## src/rtl/alu16_pkg.sv

```systemverilog
`default_nettype none
// ============================================================================
// Module      : alu16_pkg
// Description : Shared constants for the registered 16-bit ALU: default
//               datapath width and the 4-bit operation codes.
// Revision    : 1.0 - initial release
// ============================================================================
package alu16_pkg;

    localparam int ALU_WIDTH = 16;

    typedef logic [3:0] opcode_t;

    localparam opcode_t OP_NOOP  = 4'h0;
    localparam opcode_t OP_AND   = 4'h1;
    localparam opcode_t OP_OR    = 4'h2;
    localparam opcode_t OP_XOR   = 4'h3;
    localparam opcode_t OP_ADD   = 4'h4;
    localparam opcode_t OP_MUL   = 4'h5;
    localparam opcode_t OP_SRL   = 4'h6;
    localparam opcode_t OP_NOT   = 4'h7;
    localparam opcode_t OP_MOD   = 4'h8;
    localparam opcode_t OP_NAND  = 4'h9;
    localparam opcode_t OP_NOR   = 4'hA;
    localparam opcode_t OP_XNOR  = 4'hB;
    localparam opcode_t OP_SUB   = 4'hC;
    localparam opcode_t OP_DIV   = 4'hD;
    localparam opcode_t OP_SLL   = 4'hE;
    localparam opcode_t OP_CLEAR = 4'hF;

endpackage
`default_nettype wire

```

## src/rtl/alu16_if.sv

```systemverilog
`default_nettype none
// ============================================================================
// Module      : alu16_if
// Description : Operand/opcode inputs and registered/result outputs of the
//               ALU core. The master drives operands, the slave is the core.
// Revision    : 1.0 - initial release
// ============================================================================
interface alu16_if
    import alu16_pkg::*;
#(
    parameter int WIDTH = ALU_WIDTH
);

    logic [WIDTH-1:0] a_in;
    logic [WIDTH-1:0] b_in;
    logic [3:0]       opcode;
    logic [WIDTH-1:0] a;
    logic [WIDTH-1:0] b;
    logic [3:0]       select;
    logic [WIDTH-1:0] final_output;
    logic [WIDTH-1:0] prev_output;
    logic             error;

    modport master (
        output a_in, b_in, opcode,
        input  a, b, select, final_output, prev_output, error
    );

    modport slave (
        input  a_in, b_in, opcode,
        output a, b, select, final_output, prev_output, error
    );

endinterface
`default_nettype wire

```

## src/rtl/alu16_datapath.sv

```systemverilog
`default_nettype none
// ============================================================================
// Module      : alu16_datapath
// Description : Purely combinational 16-way ALU operation and error select.
//               Division/modulus use a restoring array so no divide operator
//               sits on the timing path.
// Revision    : 1.0 - initial release
// ============================================================================
module alu16_datapath
    import alu16_pkg::*;
#(
    parameter int WIDTH = ALU_WIDTH
) (
    input  wire  [WIDTH-1:0] i_a,
    input  wire  [WIDTH-1:0] i_b,
    input  wire  [3:0]       i_select,
    input  wire  [WIDTH-1:0] i_prev,
    output logic [WIDTH-1:0] o_result,
    output logic             o_error
);

    localparam int SHW = $clog2(WIDTH);

    // Shared adder: select[3] distinguishes SUB (4'hC) from ADD (4'h4).
    logic             w_sub;
    logic [WIDTH:0]   w_sum;
    logic             w_carry;

    assign w_sub   = i_select[3];
    assign w_sum   = {1'b0, i_a} + {1'b0, i_b ^ {WIDTH{w_sub}}} + {{WIDTH{1'b0}}, w_sub};
    assign w_carry = w_sum[WIDTH];

    // Full-width product so overflow can be flagged from the upper half.
    logic [2*WIDTH-1:0] w_prod;
    assign w_prod = {{WIDTH{1'b0}}, i_a} * {{WIDTH{1'b0}}, i_b};

    // Only the low log2(WIDTH) bits of b act as shift amount.
    logic [SHW-1:0] w_shamt;
    assign w_shamt = i_b[SHW-1:0];

    // Restoring divider: one row per quotient bit, MSB first.
    logic [WIDTH-1:0] w_rem [0:WIDTH];
    logic [WIDTH-1:0] w_quo;

    assign w_rem[0] = '0;

    generate
        for (genvar gi = 0; gi < WIDTH; gi++) begin : g_div_row
            logic [WIDTH:0]   w_shift;
            logic [WIDTH-1:0] w_diff;
            logic             w_ge;

            assign w_shift = {w_rem[gi], i_a[WIDTH-1-gi]};
            assign w_ge    = (w_shift >= {1'b0, i_b});
            // When w_ge holds the true difference is below b, so the low bits are exact.
            assign w_diff  = w_shift[WIDTH-1:0] - i_b;
            assign w_quo[WIDTH-1-gi] = w_ge;
            assign w_rem[gi+1]       = w_ge ? w_diff : w_shift[WIDTH-1:0];
        end
    endgenerate

    logic w_b_zero;
    assign w_b_zero = (i_b == '0);

    // Operation and error select; every select value decodes to a defined result.
    always_comb begin
        o_result = '0;
        o_error  = 1'b0;
        case (i_select)
            OP_NOOP:  o_result = i_prev;
            OP_AND:   o_result = i_a & i_b;
            OP_OR:    o_result = i_a | i_b;
            OP_XOR:   o_result = i_a ^ i_b;
            OP_NAND:  o_result = ~(i_a & i_b);
            OP_NOR:   o_result = ~(i_a | i_b);
            OP_XNOR:  o_result = ~(i_a ^ i_b);
            OP_ADD: begin
                o_result = w_sum[WIDTH-1:0];
                o_error  = w_carry;
            end
            OP_SUB: begin
                o_result = w_sum[WIDTH-1:0];
                o_error  = ~w_carry;
            end
            OP_MUL: begin
                o_result = w_prod[WIDTH-1:0];
                o_error  = |w_prod[2*WIDTH-1:WIDTH];
            end
            OP_DIV: begin
                o_result = w_b_zero ? '0 : w_quo;
                o_error  = w_b_zero;
            end
            OP_MOD: begin
                o_result = w_b_zero ? '0 : w_rem[WIDTH];
                o_error  = w_b_zero;
            end
            OP_SRL:   o_result = i_a >> w_shamt;
            OP_SLL:   o_result = i_a << w_shamt;
            OP_NOT:   o_result = ~i_a;
            OP_CLEAR: o_result = '0;
            default: begin
                o_result = '0;
                o_error  = 1'b0;
            end
        endcase
    end

endmodule
`default_nettype wire

```

## src/rtl/alu16_core.sv

```systemverilog
`default_nettype none
// ============================================================================
// Module      : alu16_core
// Description : Registered 16-bit ALU. Captures operands and opcode every
//               edge, computes the result combinationally from the captured
//               values and keeps the previous result for NOOP.
// Revision    : 1.0 - initial release
// ============================================================================
module alu16_core
    import alu16_pkg::*;
#(
    parameter int WIDTH = ALU_WIDTH
) (
    input wire     clk,
    input wire     reset,
    alu16_if.slave bus
);

    logic [WIDTH-1:0] r_a;
    logic [WIDTH-1:0] r_b;
    logic [3:0]       r_select;
    logic [WIDTH-1:0] r_prev;

    logic [WIDTH-1:0] w_result;
    logic             w_error;
    logic             w_clear;

    // A registered CLEAR zeroes the operand and history registers on the next edge.
    assign w_clear = (r_select == OP_CLEAR);

    // Operand, opcode and history capture; reset overrides everything, clear spares select.
    always_ff @(posedge clk) begin
        if (reset) begin
            r_a      <= '0;
            r_b      <= '0;
            r_select <= '0;
            r_prev   <= '0;
        end else begin
            r_select <= bus.opcode;
            if (w_clear) begin
                r_a    <= '0;
                r_b    <= '0;
                r_prev <= '0;
            end else begin
                r_a    <= bus.a_in;
                r_b    <= bus.b_in;
                r_prev <= w_result;
            end
        end
    end

    alu16_datapath #(
        .WIDTH (WIDTH)
    ) u_datapath (
        .i_a      (r_a),
        .i_b      (r_b),
        .i_select (r_select),
        .i_prev   (r_prev),
        .o_result (w_result),
        .o_error  (w_error)
    );

    assign bus.a            = r_a;
    assign bus.b            = r_b;
    assign bus.select       = r_select;
    assign bus.prev_output  = r_prev;
    assign bus.final_output = w_result;
    assign bus.error        = w_error;

endmodule
`default_nettype wire

```

## src/flat_wrapper.sv

```systemverilog
// flat-port wrapper written by rule: the top's interface ports become plain ports
module alu16_core_flat import alu16_pkg::*;
#(
    parameter int WIDTH = ALU_WIDTH
)
  (clk, reset, bus_a_in, bus_b_in, bus_opcode, bus_a, bus_b, bus_select, bus_final_output, bus_prev_output, bus_error);
  alu16_if #(.WIDTH(WIDTH)) bus_i ();
  input wire clk;
  input wire reset;
  input wire logic [$bits(bus_i.a_in)-1:0] bus_a_in;
  input wire logic [$bits(bus_i.b_in)-1:0] bus_b_in;
  input wire logic [$bits(bus_i.opcode)-1:0] bus_opcode;
  output wire logic [$bits(bus_i.a)-1:0] bus_a;
  output wire logic [$bits(bus_i.b)-1:0] bus_b;
  output wire logic [$bits(bus_i.select)-1:0] bus_select;
  output wire logic [$bits(bus_i.final_output)-1:0] bus_final_output;
  output wire logic [$bits(bus_i.prev_output)-1:0] bus_prev_output;
  output wire logic [$bits(bus_i.error)-1:0] bus_error;
  assign bus_i.a_in = bus_a_in;
  assign bus_i.b_in = bus_b_in;
  assign bus_i.opcode = bus_opcode;
  assign bus_a = bus_i.a;
  assign bus_b = bus_i.b;
  assign bus_select = bus_i.select;
  assign bus_final_output = bus_i.final_output;
  assign bus_prev_output = bus_i.prev_output;
  assign bus_error = bus_i.error;
  alu16_core #(.WIDTH(WIDTH)) u_core (.clk(clk), .reset(reset), .bus(bus_i));
endmodule
```

## config.mk

```make
export PLATFORM = sky130hd
export DESIGN_NAME = alu16_core_flat
export DESIGN_NICKNAME = d
export VERILOG_FILES = /design/src/rtl/alu16_pkg.sv /design/src/rtl/alu16_if.sv /design/src/rtl/alu16_datapath.sv /design/src/rtl/alu16_core.sv /design/src/flat_wrapper.sv
export SDC_FILE = /design/constraint.sdc
export NUM_CORES = 1
export LEC_CHECK = 0
export BUFFER_PORTS_ARGS = -buffer_cell sky130_fd_sc_hd__buf_2
export CAP_MARGIN = 10
export CORE_MARGIN = 4
export CORE_UTILIZATION = 50
export DETAILED_ROUTE_END_ITERATION = 7
export PLACE_DENSITY = 0.67
export SLEW_MARGIN = 10
export SYNTH_ARGS = -nofsm -noshare
export SYNTH_HDL_FRONTEND = slang
export SYNTH_SLANG_ARGS = --single-unit
```

## constraint.sdc

```tcl
create_clock -name clk -period 68.2 [get_ports clk]
set_input_delay 6.82 -clock clk [delete_from_list [all_inputs] [get_ports clk]]
set_output_delay 6.82 -clock clk [all_outputs]
set_load 0.01 [all_outputs]
```

==> impl_summary.md, run 1 <==
GRT
The maximum number of pins on one net before global-route repair is just under 50. The total overflow left after global routing is 0. The via count of the first global-routing pass is 25,860. The first global-routing pass estimated 148.2 mm of wire. The initial antenna violation count is 1. For this run, the total global-route usage over all layers was measured as 0.3134.

Status
The flow ran to the end, and the final reports show no timing, DRC or antenna violations.

Synthesis
The number of nets in the synthesized netlist is around 4,300. The instance count of the mapped netlist is about 3,600. The distinct cell type count after synthesis is 110. Counting flops and latches in the post-synthesis netlist gives 52. The share of the yosys chip area belonging to registers is 0.03809. The post-synthesis instance area is about 27,000 sq um.

After synthesis, the share of flip-flops with an asynchronous set or reset is 0. The average instance in the mapped netlist occupies 7.579 sq um. Counting flops with a built-in enable in the synthesized netlist gives 0. Yosys printed 0 warnings.

Among all flip-flop cells after synthesis, the most frequent one is sky130_fd_sc_hd__dfxtp_1.

Worst setup path
The worst setup path is of the flip-flop to primary output kind. In this run the worst path has a maximum fanout of 29. At the worst endpoint, the required time is around 61 ns. The critical path's slowest cell is sky130_fd_sc_hd__inv_1. The largest single stage delay on the critical path is 0.56 ns. The kind of cell with the highest combined delay along the critical path is compound AO/OA/AOI/OAI gates. The category of the worst setup path launch point is a flip-flop. The data arrival time of the worst path is between 50 and 60 ns.

The worst path buffer plus inverter count is 11. The element type at the critical path end is a primary output. In this design, the critical path's most frequently occurring cell is sky130_fd_sc_hd__o21ai_0.

Die
The floorplan has 85 rows. In this run the standard cell core region covers 53,920 sq um. The die span in x is 241.8 um. In this run the vertical extent of the chip is around 240 um. roughly 110 I/O pins were placed.

The die covers slightly below 60,000 sq um. The initial standard-cell utilization of the core is 0.5069.

Clock tree
TritonCTS built the clock tree. The root cell of the clock tree is sky130_fd_sc_hd__clkbuf_16. Clock latency on the worst-skew pair, taken at its later pin, is 0.30 ns. After clock tree synthesis, the clock-pin slew on the worst setup and hold paths is 0.08 ns. The number of levels in the clock H-tree is 2. The clock passes through at most 2 buffers.

The number of CTS-inserted buffers is 5. Hold repair after CTS inserted 0 buffers. The clock drives 52 sinks.

Timing
The clock skew after layout is about 0.017 ns. In the final timing run, aggregate negative setup slack is 0 ns. The count of final max-slew check failures came to 0. The worst setup slack after layout is around 5.4 ns. Headroom to the max-slew limit came out at 0.2222.

The period utilization is 0.9210. Timing would allow up to between 15 and 20 MHz. For the finished layout, the period the worst path requires is roughly 63 ns. For the pin with the worst max-slew slack, the measured transition is about 1.2 ns. The count of final hold-check violations came to 0. Setup violations remaining at the end of the flow were counted as 0. Setup repair after global routing left no endpoint under its margin.

Route
The first routing iteration left around 2,700 violations. The wire length after detailed routing is approximately 96 mm. The final route contains about 27,000 vias.

The iteration count of the initial detailed-routing pass is 6. After detailed routing, the number of vias per cell comes to between 6 and 7. The post-route antenna net violation count is 0. The wire length per cell is about 22 um.

After detailed routing, the number of remaining DRC violations is 0.

Placed design
The final weighted congestion in routability-driven placement is between 1 and 1.5. The cell count after placement is around 4,400. The count of port buffers added during placement is about 110. The HPWL after detailed placement is 73.93 mm. The worst slack at placement is 4.579 ns. The post-detailed-placement cell area is around 29,000 sq um.

Job
The number of maximum-capacitance constraint violations is 0.

Layout
The number of filler instances in the final layout is roughly 5,200. The non-filler instance count after layout is 4,364. With fillers left out, the area of the finished cells amounts to about 29,000 sq um. At the end of the flow, the number of nets in the layout was between 4,000 and 5,000. Compared with the post-synthesis result, the final layout area differs by 5.933%.

The share of cells above drive strength 1 is 0.1004.

Hold path
The worst hold path belongs to the class flip-flop to flip-flop.
## cell type report
cell class / instances / area (sq um) / area share
Clock buffer: 7 / 163.9 / 0.005661
Inverter: 420 / 1578 / 0.05449
Sequential cell: 52 / 1046 / 0.03613
Timing Repair Buffer: 174 / 1041 / 0.03596
Antenna cell: 1 / 2.502 / 0.00008643
Tap cell: 696 / 870.8 / 0.03008
Multi-Input combinational cell: 3013 / 24240 / 0.8373
Clock inverter: 1 / 8.758 / 0.0003025
## logic make-up (layout without fill, tap and decap cells)
kind of cell / count (synthesis) / after routing / share of synthesized area
other: 0 / 1 / 0
XOR/XNOR: 214 / 214 / 0.06858
multiplexers: 177 / 177 / 0.07274
buffers and inverters: 541 / 602 / 0.07673
AND/OR/NAND/NOR: 1108 / 1108 / 0.1859
AO/OA/AOI/OAI: 895 / 895 / 0.2169
flip-flops: 52 / 52 / 0.03809
adder cells (fa/ha/maj): 619 / 619 / 0.3411
## what timing repair did
action,CTS,global route
resized for setup,0,8
setup buffers,0,4
endpoints found under the setup margin,0,16
endpoints found under the hold margin,0,0
## layout by cell type (no fill, tap or decap), types with 8 or more instances in the layout
cell and count:
sky130_fd_sc_hd__a211o_1 11, sky130_fd_sc_hd__dfxtp_1 50, sky130_fd_sc_hd__a31oi_1 14, sky130_fd_sc_hd__and2_1 56, sky130_fd_sc_hd__a22oi_1 8, sky130_fd_sc_hd__o21ai_0 225, sky130_fd_sc_hd__fa_1 210, sky130_fd_sc_hd__buf_4 68
sky130_fd_sc_hd__and3_1 12, sky130_fd_sc_hd__inv_1 407, sky130_fd_sc_hd__nor4_1 23, sky130_fd_sc_hd__buf_2 106, sky130_fd_sc_hd__or3_1 13, sky130_fd_sc_hd__o211ai_1 12, sky130_fd_sc_hd__nor2b_1 46, sky130_fd_sc_hd__ha_1 409
sky130_fd_sc_hd__nand2b_1 30, sky130_fd_sc_hd__nor3_1 50, sky130_fd_sc_hd__nand3_1 56, sky130_fd_sc_hd__o21a_1 40, sky130_fd_sc_hd__nor2_1 415, sky130_fd_sc_hd__o22ai_1 25, sky130_fd_sc_hd__o31a_1 12, sky130_fd_sc_hd__a21boi_0 41
sky130_fd_sc_hd__xor2_1 72, sky130_fd_sc_hd__nand2_1 311, sky130_fd_sc_hd__xnor2_1 142, sky130_fd_sc_hd__a221oi_1 19, sky130_fd_sc_hd__mux2_2 112, sky130_fd_sc_hd__a41oi_1 8, sky130_fd_sc_hd__o221ai_1 10, sky130_fd_sc_hd__a211oi_1 19
sky130_fd_sc_hd__o21bai_1 17, sky130_fd_sc_hd__nand4_1 49, sky130_fd_sc_hd__mux2i_1 54, sky130_fd_sc_hd__a21o_1 88, sky130_fd_sc_hd__a21oi_1 222
## per-layer routing
layer | wire (um) | part of all wire | GRT usage
met1 | 40460 | 0.42 | 0.4344
met2 | 40760 | 0.43 | 0.4901
met3 | 10600 | 0.11 | 0.06525
met4 | 3842 | 0.040 | 0.1004
met5 | 0 | 0 | 0
## per-stage QoR
stage / utilization / hold WS (ns)
finish: 0.5370 / 0.5524
CTS: 0.5357 / 0.5515
floorplan: - / 0.5449
detailed placement: 0.5325 / 0.5426
global placement: 0.5325 / 0.5266
global route: 0.5369 / 0.5876
## state kept, by name (all words and copies together), names as in the netlist
signal and count:
u_core.bus.select 4, u_core.bus.a 16, u_core.bus.b 16, u_core.bus.prev_output 16
## worst reg2reg max path: cells and delay by family, from the launching register on
kind	cells	cell delay (ns)
buf+inv	10	2.03
flops	1	0.42
mux	10	3.89
simple gates	50	9.02
fa+ha+maj	17	5.12
compound gates	157	35.04
## Yosys cell counts (17+ instances only)
| cell type | number | area, sq um |
|---|---|---|
| sky130_fd_sc_hd__nand2_1 | 312 | 1171 |
| sky130_fd_sc_hd__nand3_1 | 57 | 285.3 |
| sky130_fd_sc_hd__xnor2_1 | 142 | 1244 |
| sky130_fd_sc_hd__o21ai_0 | 226 | 1131 |
| sky130_fd_sc_hd__inv_1 | 407 | 1528 |
| sky130_fd_sc_hd__o22ai_1 | 25 | 156.4 |
| sky130_fd_sc_hd__nand2b_1 | 30 | 187.7 |
| sky130_fd_sc_hd__buf_1 | 26 | 97.59 |
| sky130_fd_sc_hd__fa_1 | 210 | 4204 |
| sky130_fd_sc_hd__mux2i_1 | 55 | 550.5 |
| sky130_fd_sc_hd__nor2_1 | 417 | 1565 |
| sky130_fd_sc_hd__dfxtp_1 | 52 | 1041 |
| sky130_fd_sc_hd__o21bai_1 | 17 | 127.6 |
| sky130_fd_sc_hd__a21boi_0 | 42 | 315.3 |
| sky130_fd_sc_hd__and2_1 | 56 | 350.3 |
| sky130_fd_sc_hd__nor3_1 | 52 | 260.3 |
| sky130_fd_sc_hd__nand4_1 | 49 | 306.5 |
| sky130_fd_sc_hd__clkbuf_1 | 70 | 262.8 |
| sky130_fd_sc_hd__o21a_1 | 40 | 300.3 |
| sky130_fd_sc_hd__ha_1 | 409 | 5117 |
| sky130_fd_sc_hd__a21o_1 | 88 | 660.6 |
| sky130_fd_sc_hd__xor2_1 | 72 | 630.6 |
| sky130_fd_sc_hd__nor4_1 | 23 | 143.9 |
| sky130_fd_sc_hd__a211oi_1 | 19 | 142.6 |
| sky130_fd_sc_hd__mux2_2 | 112 | 1261 |
| sky130_fd_sc_hd__nor2b_1 | 46 | 287.8 |
| sky130_fd_sc_hd__a21oi_1 | 222 | 1111 |
| sky130_fd_sc_hd__a221oi_1 | 19 | 166.4 |
## worst paths after layout
| check | startpoint | endpoint | slack, ns | cells past startpoint |
|---|---|---|---|---|
| hold / removal | u_core.bus.prev_output[0]$_SDFF_PP0_ | u_core.bus.prev_output[0]$_SDFF_PP0_ | 0.55 | 2 |
| setup / recovery | u_core.bus.a[15]$_SDFF_PP0_ | bus_final_output[8] | 5.39 | 245 |
| setup reg to reg | u_core.bus.a[15]$_SDFF_PP0_ | u_core.bus.prev_output[3]$_SDFF_PP0_ | 12.57 | 244 |
| hold reg to reg | u_core.bus.prev_output[0]$_SDFF_PP0_ | u_core.bus.prev_output[0]$_SDFF_PP0_ | 0.55 | 2 |
Power of run 1 is not shown: default switching activity piles up to over one toggle a cycle in this logic, so the estimate is an artifact.
==> inputs of run 2 (changes only) <==
- CTS_BUF_LIST: default -> sky130_fd_sc_hd__clkbuf_4
==> impl_summary.md, run 2 (same netlist as run 1, synthesis figures left out) <==
Status
The run finished, with violations left. The checks that failed: DRC.

GRT
The maximum number of pins on one net before global-route repair came to 49 (unchanged). The fraction of met1 tracks used by global routing is 0.4351 (+0.0007177). The final global-route overflow total was 0 (unchanged). The global-route wire length before repair is 148.2 mm (about the same). The via count of the first global-routing pass is 25,840 (-0.093%). The initial antenna violation count was 1 (unchanged). The most used routing layer in global routing is met2. The routing usage on met2 is 0.4898 (about the same). The met3 track demand over resource is 0.06414 (-0.001108). The aggregate global-route resource usage is 0.3135 (about the same).

Die
The overall die area was 58,470 sq um (unchanged). The y dimension of the die is 241.8 um (unchanged). The initial standard-cell utilization of the core is 0.5069 (unchanged).

The number of placement rows is 85 (unchanged). The die span in x was 241.8 um (unchanged). The I/O pin count is 107 (unchanged). The area of the placeable core is 53,920 sq um (unchanged).

Timing
The worst setup slack after layout is 5.170 ns (-0.2153 ns). The final worst hold slack came to 0.5687 ns (+0.01631 ns). The slew at the pin with the worst max-slew slack is 1.147 ns (-0.01822 ns).

The maximum clock rate came to 15.87 MHz (-0.34%). The clock skew after layout is 0.04771 ns (+0.03035 ns). The count of final hold-check violations is 0 (unchanged). The final-report setup violation count is 0 (unchanged). The count of final max-slew check failures is 0 (unchanged). The period utilization is 0.9242 (+0.003157). The post-route minimum period is 63.03 ns (+0.2153 ns). The normalized max-slew margin came to 0.2343 (+0.01216).

Clock tree
The register clock-pin slew on the reported worst setup and hold paths was 0.20 ns (+0.12 ns). The number of levels in the clock H-tree is 2 (unchanged). The largest buffer count on any clock path is 2 (unchanged). The root cell of the clock tree is sky130_fd_sc_hd__clkbuf_4. The insertion delay of the later-clocked pin in the worst-skew pair is 0.42 ns (+0.12 ns). TritonCTS built the clock tree.

The number of CTS-inserted buffers came to 5 (unchanged). The clock sink count was 52 (unchanged). The count of hold buffers inserted by post-cts repair was 0 (unchanged).

Placed design
The final weighted congestion in routability-driven placement is 1.005 (unchanged). The HPWL after detailed placement is 73.93 mm (unchanged). The worst slack at placement is 4.579 ns (unchanged).

The count of port buffers added during placement is 106 (unchanged).

Route
The wire length after detailed routing is 95.74 mm (about the same). The number of remaining DRC errors is 1 (+1). The iteration count of the initial detailed-routing pass is 8 (+2).

The number of violations reported at the end of detailed-routing iteration 0 is 2,775 (+1.2%). The wire length per cell came to 21.94 um (about the same). The post-route antenna net violation count is 0 (unchanged). The detail-routed via count per cell is 6.188 (about the same). The total number of vias is 27,010 (+0.022%).

Layout
The number of nets at the end of the flow came to 4,323 (unchanged). The multi-input gate area in the final layout was 24,240 sq um (unchanged). The share of cells above drive strength 1 is 0.1001 (-0.0002727). The combined flip-flop and latch cell area was 1046 sq um (unchanged).

The synthesis-to-layout area growth is 5.594%. In the layout the commonest cells are 415 x sky130_fd_sc_hd__nor2_1, 409 x sky130_fd_sc_hd__ha_1, 407 x sky130_fd_sc_hd__inv_1. The library cell used most frequently in the layout, excluding fill and tap cells, is sky130_fd_sc_hd__nor2_1. The fraction of the core area covered by cells at the end of the flow was 0.5352 (-0.001717). The number of filler instances in the final layout came to 5,200 (+0.23%).

Worst setup path
The required time of the critical path is 61.38 ns (about the same). The data arrival time of the worst path is 56.21 ns (+0.22 ns). The largest individual stage delay along the critical path comes from the cell sky130_fd_sc_hd__inv_1. The critical path class is flip-flop to primary output. The category of the worst setup path launch point is a flip-flop.

The worst setup path is captured at a primary output. The maximum fanout encountered on the critical timing path is 29 (unchanged). The cell that appears most often on the critical path is sky130_fd_sc_hd__o21ai_0.

The number of cells on the worst reg-to-reg path was 244 (unchanged). The worst stage delay on the critical path was 0.57 ns (about the same).

Job
The number of maximum-capacitance constraint violations is 0 (unchanged).

Hold path
The path type of the worst min-delay path is flip-flop to flip-flop. The worst hold path depth came to 2 (unchanged).
[run 2: area by class of cell]
| class | instances | share of cell area |
|---|---|---|
| Sequential cell | 52 | 0.03624 |
| Tap cell | 696 | 0.03017 |
| Clock inverter | 3 | 0.001474 |
| Antenna cell | 1 | 0.00008671 |
| Inverter | 420 | 0.05467 |
| Timing Repair Buffer | 174 | 0.03607 |
| Multi-Input combinational cell | 3013 | 0.8400 |
| Clock buffer | 5 | 0.001301 |
[run 2: worst paths after layout]
| check | start | endpoint | slack [ns] |
|---|---|---|---|
| worst max register to register | u_core.bus.a[15]$_SDFF_PP0_ | u_core.bus.prev_output[12]$_SDFF_PP0_ | 12.47 |
| worst min register to register | u_core.bus.prev_output[0]$_SDFF_PP0_ | u_core.bus.prev_output[0]$_SDFF_PP0_ | 0.57 |
| worst min-delay path | u_core.bus.prev_output[0]$_SDFF_PP0_ | u_core.bus.prev_output[0]$_SDFF_PP0_ | 0.57 |
| worst max-delay path | u_core.bus.a[15]$_SDFF_PP0_ | bus_final_output[2] | 5.17 |
[run 2: metal layers]
metal	vias up	wire length, um
met5	-	0
met4	0	3909
met3	240	10040
met2	1394	40740
met1	12690	41060
li1	12690	-
[run 2: repair_timing]
item                       4_1_cts  5_1_grt
setup buffers                    0        4
setup endpoints to repair        0       16
gates resized for setup          0        8
[run 2: metrics by stage]
stage	std cells	setup TNS, ns	instance area (sq um)
2_1_floorplan	3606	0	27330
3_3_place_gp	4351	0	28710
3_5_place_dp	4351	0	28710
4_1_cts	4359	0	28790
5_1_grt	4363	-0.01547	28860
6_report	4364	0	28860
[run 2: worst max-delay path: cells and delay by family, from the launching register on]
family | cells | cell delay, ns
compound gates | 157 | 34.98
simple gates | 50 | 9.00
fa+ha+maj | 17 | 5.14
mux | 10 | 3.87
buf+inv | 11 | 2.22
flops | 1 | 0.47
Power of run 2 is left out for the same reason.
